[config.mk]
export PLATFORM = sky130hd
export DESIGN_NAME = pulse_shaper_array_flat
export DESIGN_NICKNAME = d
export VERILOG_FILES = /design/src/rtl/pulse_shaper_pkg.sv /design/src/rtl/pulse_shaper_if.sv /design/src/rtl/pulse_shaper_channel.sv /design/src/rtl/pulse_shaper_array.sv /design/src/flat_wrapper.sv
export SDC_FILE = /design/constraint.sdc
export NUM_CORES = 1
export LEC_CHECK = 0
export CAP_MARGIN = 40
export CORE_AREA = 3 3 166 168
export DETAILED_ROUTE_END_ITERATION = 8
export DIE_AREA = 0 0 169 171
export PLACE_DENSITY = 0.46
export SYNTH_ARGS = -nofsm -noshare
export SYNTH_HDL_FRONTEND = slang
export SYNTH_SLANG_ARGS = --single-unit
[constraint.sdc]
create_clock -name clk -period 5.4 [get_ports clk]
set_input_delay 1.08 -clock clk [delete_from_list [all_inputs] [get_ports clk]]
set_output_delay 1.08 -clock clk [all_outputs]
set_load 0.02 [all_outputs]
[src/rtl/pulse_shaper_pkg.sv]
// Shared types and constants for the N-channel detector pulse shaper.
// Optional drop counters are enabled by defining PULSE_SHAPER_DROP_CNT_EN.
package pulse_shaper_pkg;

    localparam logic [1:0] ST_IDLE  = 2'd0;
    localparam logic [1:0] ST_PULSE = 2'd1;
    localparam logic [1:0] ST_DEAD  = 2'd2;

    typedef enum logic [1:0] {
        IDLE  = ST_IDLE,
        PULSE = ST_PULSE,
        DEAD  = ST_DEAD
    } state_t;

    localparam int DROP_CNT_W     = 16;
    localparam int PS_DEF_N_CH    = 4;
    localparam int PS_DEF_CNT_W   = 8;
    localparam int PS_DEF_SYNC    = 2;
    localparam int PS_DEF_WIDTH   = 1;
    localparam int PS_DEF_DEAD    = 30;

endpackage

[src/rtl/pulse_shaper_if.sv]
// Handshake-free bundle between the shaper array and its controller.
// drop_cnt/drop_clr exist only when PULSE_SHAPER_DROP_CNT_EN is defined.
interface pulse_shaper_if #(
    parameter int N_CH  = 4,
    parameter int CNT_W = 8
);
    import pulse_shaper_pkg::*;

    logic [N_CH-1:0]  ch_in;
    logic             enable;
    logic [CNT_W-1:0] cfg_width;
    logic [CNT_W-1:0] cfg_dead;
    logic             cfg_load;
    logic [N_CH-1:0]  pulse_out;
    logic [N_CH-1:0]  busy;
`ifdef PULSE_SHAPER_DROP_CNT_EN
    logic                       drop_clr;
    logic [N_CH*DROP_CNT_W-1:0] drop_cnt;

    modport master (
        output ch_in, enable, cfg_width, cfg_dead, cfg_load, drop_clr,
        input  pulse_out, busy, drop_cnt
    );
    modport slave (
        input  ch_in, enable, cfg_width, cfg_dead, cfg_load, drop_clr,
        output pulse_out, busy, drop_cnt
    );
`else
    modport master (
        output ch_in, enable, cfg_width, cfg_dead, cfg_load,
        input  pulse_out, busy
    );
    modport slave (
        input  ch_in, enable, cfg_width, cfg_dead, cfg_load,
        output pulse_out, busy
    );
`endif

endinterface

[src/rtl/pulse_shaper_channel.sv]
// One shaper channel: synchroniser, rising-edge detect, PULSE/DEAD FSM.
// Drop counter present only with PULSE_SHAPER_DROP_CNT_EN.
module pulse_shaper_channel
    import pulse_shaper_pkg::*;
#(
    parameter int CNT_W       = 8,
    parameter int SYNC_STAGES = 2
) (
    input  logic                  clk,
    input  logic                  rst,
    input  logic                  din,
    input  logic                  enable,
    input  logic [CNT_W-1:0]      width,
    input  logic [CNT_W-1:0]      dead,
`ifdef PULSE_SHAPER_DROP_CNT_EN
    input  logic                  drop_clr,
    output logic [DROP_CNT_W-1:0] drop_cnt,
`endif
    output logic                  pulse,
    output logic                  busy
);

    logic [SYNC_STAGES-1:0] sync_q;
    logic                   prev_q;
    logic                   rise;
    logic                   accept;
    logic [1:0]             state;
    logic [CNT_W-1:0]       cnt_q;
    logic [CNT_W-1:0]       dead_q;

    // Reset to 1 so a level already high at reset never looks like an edge.
    always_ff @(posedge clk or posedge rst) begin
        if (rst) begin
            sync_q <= '1;
            prev_q <= 1'b1;
        end else begin
            sync_q <= {sync_q[SYNC_STAGES-2:0], din};
            prev_q <= sync_q[SYNC_STAGES-1];
        end
    end

    assign rise   = sync_q[SYNC_STAGES-1] & ~prev_q;
    assign accept = rise & enable & (state == ST_IDLE);

    always_ff @(posedge clk or posedge rst) begin
        if (rst) begin
            state  <= ST_IDLE;
            cnt_q  <= '0;
            dead_q <= '0;
        end else begin
            unique case (state)
                ST_IDLE: begin
                    if (accept) begin
                        state  <= ST_PULSE;
                        cnt_q  <= (width == '0) ? '0 : width - 1'b1;
                        dead_q <= dead;
                    end
                end
                ST_PULSE: begin
                    if (cnt_q != '0) begin
                        cnt_q <= cnt_q - 1'b1;
                    end else if (dead_q != '0) begin
                        state <= ST_DEAD;
                        cnt_q <= dead_q - 1'b1;
                    end else begin
                        state <= ST_IDLE;
                    end
                end
                ST_DEAD: begin
                    if (cnt_q != '0) cnt_q <= cnt_q - 1'b1;
                    else             state <= ST_IDLE;
                end
                default: state <= ST_IDLE;
            endcase
        end
    end

    always_ff @(posedge clk or posedge rst) begin
        if (rst) begin
            pulse <= 1'b0;
            busy  <= 1'b0;
        end else begin
            pulse <= (state == ST_PULSE);
            busy  <= (state != ST_IDLE);
        end
    end

`ifdef PULSE_SHAPER_DROP_CNT_EN
    logic                  reject;
    logic [DROP_CNT_W-1:0] drop_q;

    assign reject = rise & ~accept;

    always_ff @(posedge clk or posedge rst) begin
        if (rst)
            drop_q <= '0;
        else if (drop_clr)
            drop_q <= '0;
        else if (reject && drop_q != '1)
            drop_q <= drop_q + 1'b1;
    end

    assign drop_cnt = drop_q;
`endif

endmodule

[src/rtl/pulse_shaper_array.sv]
// N-channel detector pulse shaper: shadow config registers plus channels.
// Define PULSE_SHAPER_DROP_CNT_EN to add per-channel rejected-edge counters.
module pulse_shaper_array
    import pulse_shaper_pkg::*;
#(
    parameter int N_CH        = PS_DEF_N_CH,
    parameter int CNT_W       = PS_DEF_CNT_W,
    parameter int SYNC_STAGES = PS_DEF_SYNC,
    parameter int DEF_WIDTH   = PS_DEF_WIDTH,
    parameter int DEF_DEAD    = PS_DEF_DEAD
) (
    input  logic         clk,
    input  logic         rst,
    pulse_shaper_if.slave bus
);

    logic [CNT_W-1:0] width_sh;
    logic [CNT_W-1:0] dead_sh;

    always_ff @(posedge clk or posedge rst) begin
        if (rst) begin
            width_sh <= CNT_W'(DEF_WIDTH);
            dead_sh  <= CNT_W'(DEF_DEAD);
        end else if (bus.cfg_load) begin
            width_sh <= bus.cfg_width;
            dead_sh  <= bus.cfg_dead;
        end
    end

    for (genvar k = 0; k < N_CH; k++) begin : g_ch
        pulse_shaper_channel #(
            .CNT_W       (CNT_W),
            .SYNC_STAGES (SYNC_STAGES)
        ) u_ch (
            .clk      (clk),
            .rst      (rst),
            .din      (bus.ch_in[k]),
            .enable   (bus.enable),
            .width    (width_sh),
            .dead     (dead_sh),
`ifdef PULSE_SHAPER_DROP_CNT_EN
            .drop_clr (bus.drop_clr),
            .drop_cnt (bus.drop_cnt[DROP_CNT_W*k +: DROP_CNT_W]),
`endif
            .pulse    (bus.pulse_out[k]),
            .busy     (bus.busy[k])
        );
    end

endmodule

[src/flat_wrapper.sv]
// flat-port wrapper written by rule: the top's interface ports become plain ports
module pulse_shaper_array_flat import pulse_shaper_pkg::*;
#(
    parameter int N_CH        = PS_DEF_N_CH,
    parameter int CNT_W       = PS_DEF_CNT_W,
    parameter int SYNC_STAGES = PS_DEF_SYNC,
    parameter int DEF_WIDTH   = PS_DEF_WIDTH,
    parameter int DEF_DEAD    = PS_DEF_DEAD
)
  (clk, rst, bus_ch_in, bus_enable, bus_cfg_width, bus_cfg_dead, bus_cfg_load, bus_pulse_out, bus_busy);
  pulse_shaper_if #(.N_CH(N_CH), .CNT_W(CNT_W)) bus_i ();
  input  logic clk;
  input  logic rst;
  input wire logic [$bits(bus_i.ch_in)-1:0] bus_ch_in;
  input wire logic [$bits(bus_i.enable)-1:0] bus_enable;
  input wire logic [$bits(bus_i.cfg_width)-1:0] bus_cfg_width;
  input wire logic [$bits(bus_i.cfg_dead)-1:0] bus_cfg_dead;
  input wire logic [$bits(bus_i.cfg_load)-1:0] bus_cfg_load;
  output wire logic [$bits(bus_i.pulse_out)-1:0] bus_pulse_out;
  output wire logic [$bits(bus_i.busy)-1:0] bus_busy;
  assign bus_i.ch_in = bus_ch_in;
  assign bus_i.enable = bus_enable;
  assign bus_i.cfg_width = bus_cfg_width;
  assign bus_i.cfg_dead = bus_cfg_dead;
  assign bus_i.cfg_load = bus_cfg_load;
  assign bus_pulse_out = bus_i.pulse_out;
  assign bus_busy = bus_i.busy;
  pulse_shaper_array #(.N_CH(N_CH), .CNT_W(CNT_W), .SYNC_STAGES(SYNC_STAGES), .DEF_WIDTH(DEF_WIDTH), .DEF_DEAD(DEF_DEAD)) u_core (.clk(clk), .rst(rst), .bus(bus_i));
endmodule
==> results of run 1 <==
per-stage QoR:
| stage | cells | hold WS (ns) | cell area, um2 | utilization | total power (uW) |
|---|---|---|---|---|---|
| after detailed placement | 999 | 0.347 | 7100 | 0.272 | 3460 |
| after global routing | 1015 | 0.366 | 7400 | 0.284 | 4500 |
| final | 1015 | 0.357 | 7400 | 0.284 | 4140 |
| after floorplan | 661 | 0.345 | 6490 | - | 2960 |
| after CTS | 1015 | 0.358 | 7400 | 0.284 | 4180 |
| after global placement | 996 | 0.346 | 7070 | 0.271 | 3450 |
Yosys cell counts (all sizes together), types with 4 or more instances:
master / n / area, um2
a21oi: 27 / 135
a31oi: 9 / 56.3
and2: 6 / 37.5
buf: 12 / 92.6
clkbuf: 21 / 78.8
dfrtp: 91 / 2280
dfstp: 17 / 447
ha: 30 / 375
inv: 46 / 173
mux2: 46 / 518
mux2i: 7 / 70.1
nand2: 38 / 145
nand2b: 4 / 25.0
nand3: 12 / 60.1
nand3b: 7 / 52.6
nor2: 41 / 154
nor2b: 6 / 37.5
nor3: 21 / 110
nor3b: 10 / 75.1
nor4: 7 / 50.1
nor4b: 4 / 47.6
o211ai: 7 / 52.6
o21ai: 56 / 303
o22ai: 13 / 81.3
o31ai: 11 / 87.6
or2: 5 / 31.3
or3: 9 / 56.3
or4: 6 / 45.0
xnor2: 17 / 149
xor2: 12 / 105
per-layer routing:
layer,share of wire,global-route usage,vias to the layer above
met5,0,0,-
met4,0.014,0.0392,0
met3,0.023,0.0129,14
met2,0.46,0.194,76
met1,0.51,0.170,2438
li1,-,-,2435
state kept, by name (all words and copies together) (netlist names):
| register | count |
|---|---|
| u_core.dead_sh | 8 |
| u_core.g_ch.u_ch.state | 8 |
| u_core.g_ch.u_ch.dead_q | 32 |
| u_core.g_ch.u_ch.prev_q | 4 |
| u_core.g_ch.u_ch.busy | 4 |
| u_core.g_ch.u_ch.sync_q | 8 |
| u_core.width_sh | 8 |
| u_core.g_ch.u_ch.pulse | 4 |
| u_core.g_ch.u_ch.cnt_q | 32 |
worst max-delay path: stages:
cell             delay, ns
clkdlybuf4s50_1       0.71
nand3b_1              0.17
a21oi_1               0.26
o21a_1                0.36
o21ai_0               0.15
a22o_1                0.24
worst max-delay path by stage:
| stage | to | slack (ns) | depth (start not counted) |
|---|---|---|---|
| finish | u_core.g_ch[2].u_ch.cnt_q[2] | 2.68 | 6 |
| global route | u_core.g_ch[2].u_ch.cnt_q[2] | 2.52 | 6 |
| CTS | u_core.g_ch[2].u_ch.cnt_q[2] | 2.67 | 6 |
| detailed placement | u_core.g_ch[2].u_ch.cnt_q[2] | 2.30 | 6 |
| global placement | u_core.g_ch[0].u_ch.cnt_q[6] | 2.30 | 5 |
| floorplan | u_core.dead_sh[0] | 1.50 | 1 |
placed cells by master, fill, tap and decap left out, types with 7 or more instances in the layout:
| cell type | count |
|---|---|
| o22ai_1 | 13 |
| o21ai_0 | 49 |
| clkbuf_16 | 9 |
| a21oi_1 | 27 |
| nor3b_1 | 10 |
| nor3_1 | 20 |
| mux2_2 | 46 |
| xor2_1 | 12 |
| inv_1 | 45 |
| o31ai_1 | 10 |
| xnor2_1 | 17 |
| dfstp_2 | 17 |
| mux2i_1 | 7 |
| or3_1 | 9 |
| dfrtp_1 | 91 |
| nor2_1 | 41 |
| a31oi_1 | 9 |
| nand3_1 | 12 |
| nand3b_1 | 7 |
| o211ai_1 | 7 |
| nand2_1 | 37 |
| ha_1 | 30 |
| clkdlybuf4s50_1 | 31 |
cell families after synthesis:
family / synth area share
AO/OA/AOI/OAI: 0.187
XOR/XNOR: 0.0391
adder cells (fa/ha/maj): 0.0578
buffers and inverters: 0.0530
flip-flops: 0.419
multiplexers: 0.0905
AND/OR/NAND/NOR: 0.153
power groups by stage:
stage                     combinational (uW)  sequential (uW)  clock, uW
final                                   1950             1500        695
after global routing                    2200             1550        749
after CTS                               1960             1500        718
after detailed placement                1950             1510          0
after global placement                  1940             1510          0
after floorplan                         1570             1380          0
final cells by class:
cell class / instances / area, um2
fill: 2764 / 18700
multi-input combinational: 474 / 3430
sequential: 108 / 2720
tap: 335 / 419
clock inverter: 6 / 63.8
inverter: 46 / 175
timing repair buffer: 36 / 353
clock buffer: 10 / 239
==> impl_metrics.tcl, run 1 <==
set metrics [dict create \
    synth_seq_cells 108 \
    area_delta_synth_final_pct 13.9 \
    firstDrtPassIters 5 \
    ant_nets 0 \
    via_per_inst 4.89 \
    grt_pass1_wl_mm 27.5 \
    setup.worst_path.end_class "flip-flop" \
    root_buffer "clkbuf_16" \
    rsz0062_at_grt "no" \
    die_area_um2 28900 \
    hpwl_mm 12.2 \
    nNetsFinal 729 \
    r2r_cells 7 \
    relSlewSlack 0.546 \
    insertion_delay_ns 0.36 \
    die_w_um 169 \
    cts_made_buffers 9 \
    routedWlPerCell_um 16.7 \
    io_pins 32 \
    clock-sinks 108 \
    finalSetupTns_ns 0 \
    min_path_type "reg -> reg" \
    overflow 0 \
    seq_power_share 0.362 \
    ys_async_sr_fraction 1.00 \
    layout_min_cycle_time_ns 2.72 \
    routed_wirelength_mm 16.9 \
    n_antenna_cell 0 \
    fin_ws_ns 2.68 \
    startpoint "bus_enable" \
    path_clk_slew_ns 0.08 \
    htree_levels 3 \
    period_share 0.505 \
    cap_viol_max_count 0 \
    synth.distinct_cells 75 \
    pre_cts_ws_ns 2.30 \
    core_um2 26100 \
    rows 59 \
    finalHoldViolCount 0 \
    vdd_drop_max_mv 0.172 \
    worstHoldStart "u_core.g_ch[3].u_ch.sync_q[0]" \
    p_comb_frac 0.471 \
    layout-drive-gt1-share 0.154 \
    crit_arrival_ns 2.98 \
    synth_cells 661 \
    initialDrtViolationCount 304 \
    portBuffers 31 \
    yosys_warnings 0 \
    crit_path_start_kind "primary input" \
    post_cts_buffers 0 \
    grt.total_usage 0.120 \
    rr_endpoint "u_core.g_ch[3].u_ch.cnt_q[6]" \
    antenna_found_initial 0 \
    skew_ns 0.0109 \
    rrSetupSlack_ns 2.83 \
    clockBufferDepth 2 \
    clockPowerShare 0.168 \
    ys_seq_area_frac 0.419 \
    path_class "in -> reg" \
    netlist_area_um2 6490 \
    syn_nets 715 \
    min_delay_worst_endpoint "u_core.g_ch[3].u_ch.sync_q[1]" \
    min_path_cells 0 \
    cellLeakagePower_uw 0.00290 \
    start_util 0.249 \
    setup_violations 0 \
    maxSlewViolCount 0 \
    place_congestion 0.790 \
    via_count 4963 \
    first_global_vias 4944 \
    worst_slew_pin_slew_ns 0.674 \
    drc_errors 0 \
    synth.avg_cell_area_um2 9.83 \
    p_int_uw 2350 \
    swShare 0.432 \
    crit_fanout 10 \
    cts_tree "yes" \
    grt_max_degree 51 \
    synth_edf_count 0 \
    p_per_area_nw_per_um2 560 \
    max_freq_mhz 367 \
    outcome "complete, no violations" \
    cts_hold_buf 0 \
    ctsResizeCount 0 \
    power.switching_uw 1790 \
    die_y_um 171 \
    synth_ff_type "dfrtp_1" \
    cp.required_ns 5.65 \
    r2r-start "u_core.g_ch[3].u_ch.cnt_q[0]" \
]
No activity file was read; power rests on OpenSTA's default activity.
==> run 2: changes to the inputs <==
- PLACE_DENSITY: 0.46 -> 0.48
- clock period: 5.4 -> 2.25 ns (I/O delays scaled with it)
==> impl_metrics.tcl, run 2 (synthesis gave the netlist of run 1 again) <==
set metrics [dict create \
    ant_nets 0 \
    portBuffers 31 \
    place_congestion 0.848 \
    grt.total_usage 0.120 \
    stdcell_count 1063 \
    drc_errors 0 \
    rows 59 \
    via_per_inst 4.82 \
    overflow 0 \
    cts_tree "yes" \
    outcome "complete, no violations" \
    cap_viol_max_count 0 \
    finalHoldViolCount 0 \
    routedWlPerCell_um 15.9 \
    cp.required_ns 2.52 \
    setup_violations 0 \
    relSlewSlack 0.645 \
    start_util 0.249 \
    clock-sinks 108 \
    slowest_delay_ns 0.63 \
    crit_family "simple AND/OR/NAND/NOR gates" \
    via_count 5125 \
    layout-drive-gt1-share 0.220 \
    first_global_vias 5041 \
    final_common_cell "dfrtp_1" \
    antenna_found_initial 0 \
    grt_max_degree 90 \
    fin_ws_ns 0.108 \
    root_buffer "clkbuf_16" \
    cellLeakagePower_uw 0.00315 \
    htree_levels 3 \
    path_class "reg -> reg" \
    max_freq_mhz 467 \
    crit_path_start_kind "flip-flop" \
    die_w_um 169 \
    die_area_um2 28900 \
    clockBufferDepth 2 \
    slowest_stage "or4_1" \
    min_path_type "reg -> reg" \
    insertion_delay_ns 0.36 \
    final_cell_mix "dfrtp_1, buf_4, o21ai_0, mux2_2, inv_1" \
    crit_fanout 7 \
    period_share 0.952 \
    pre_cts_ws_ns 0.0247 \
    fillers 2709 \
    reg.largest.list "u_core.g_ch.u_ch.cnt_q x32, u_core.g_ch.u_ch.dead_q x32" \
    io_pins 32 \
    core_um2 26100 \
    initialDrtViolationCount 393 \
    grt_pass1_wl_mm 27.5 \
    firstDrtPassIters 5 \
    layout_min_cycle_time_ns 2.14 \
    cts_made_buffers 9 \
    n_antenna_cell 0 \
    path_clk_slew_ns 0.08 \
    maxSlewViolCount 0 \
    hpwl_mm 12.4 \
    nNetsFinal 777 \
    skew_ns 0.00560 \
    worst_slew_pin_slew_ns 0.530 \
    crit_arrival_ns 2.41 \
    p_per_area_nw_per_um2 1340 \
    path_cells "buf_4, or4_1, or3_1, a211oi_2, a311oi_1, o31ai_2" \
    critical_path_buf_inv_count 1 \
    area_delta_synth_final_pct 20.4 \
    die_y_um 171 \
    routed_wirelength_mm 16.9 \
    placed_cells 1045 \
    vdd_drop_max_mv 0.514 \
    setup.worst_path.end_class "flip-flop" \
    p_total_uw 10500 \
]
## run 2: worst reg2reg max path, cell delays in order, from the launching register on
cell and delay (ns):
dfrtp_1 0.38, buf_4 0.15, or4_1 0.63, or3_1 0.37, a211oi_2 0.22, a311oi_1 0.08, o31ai_2 0.23
## run 2: cell type report
class                      count  area, um2  share of cell area
tap                          335        419              0.0536
sequential                   108       2720               0.348
timing repair buffer          84        746              0.0954
multi-input combinational    474       3460               0.442
clock inverter                 7       73.8             0.00944
clock buffer                   9        225              0.0288
inverter                      46        176              0.0226
## run 2: power breakdown
group	total [uW]	internal [uW]	switching (uW)	leakage (uW)
Combinational	5320	2510	2810	0.00171
Sequential	3500	2690	808	0.00130
Clock	1650	871	777	0.000146
Total	10500	6070	4390	0.00315
## run 2: layer usage
metal  wire, um  vias to the layer above  track usage
met3        594                       20       0.0226
met1       8430                     2473        0.172
met2       7710                      100        0.189
met5          0                        -            0
li1           -                     2532            -
met4        214                        0       0.0296
## run 2: timing repair
action / CTS / global route
hold buffers: 0 / 0
setup buffers: 0 / 2
resized for setup: 0 / 7
setup endpoints to repair: 0 / 22
## run 2: stage by stage
| step | utilization | setup TNS [ns] | hold slack [ns] | cell area (um2) |
|---|---|---|---|---|
| 2_1_floorplan | - | 0 | 0.345 | 6500 |
| 3_3_place_gp | 0.286 | 0 | 0.346 | 7460 |
| 3_5_place_dp | 0.286 | 0 | 0.348 | 7460 |
| 4_1_cts | 0.298 | 0 | 0.359 | 7760 |
| 5_1_grt | 0.300 | -0.000172 | 0.361 | 7820 |
| 6_report | 0.300 | 0 | 0.356 | 7820 |
## run 2: worst paths after layout
kind | startpoint | to | slack, ns | cells after the start
max in group asynchronous | rst | u_core.g_ch[0].u_ch.prev_q | 1.26 | 3
worst min register to register | u_core.g_ch[1].u_ch.sync_q[0] | u_core.g_ch[1].u_ch.sync_q[1] | 0.36 | 0
worst min-delay path | u_core.g_ch[1].u_ch.sync_q[0] | u_core.g_ch[1].u_ch.sync_q[1] | 0.36 | 0
worst max-delay path | u_core.g_ch[3].u_ch.cnt_q[0] | u_core.g_ch[3].u_ch.cnt_q[5] | 0.11 | 6
worst max register to register | u_core.g_ch[3].u_ch.cnt_q[0] | u_core.g_ch[3].u_ch.cnt_q[5] | 0.11 | 6
min in group asynchronous | rst | u_core.g_ch[3].u_ch.state[0] | 0.52 | 3
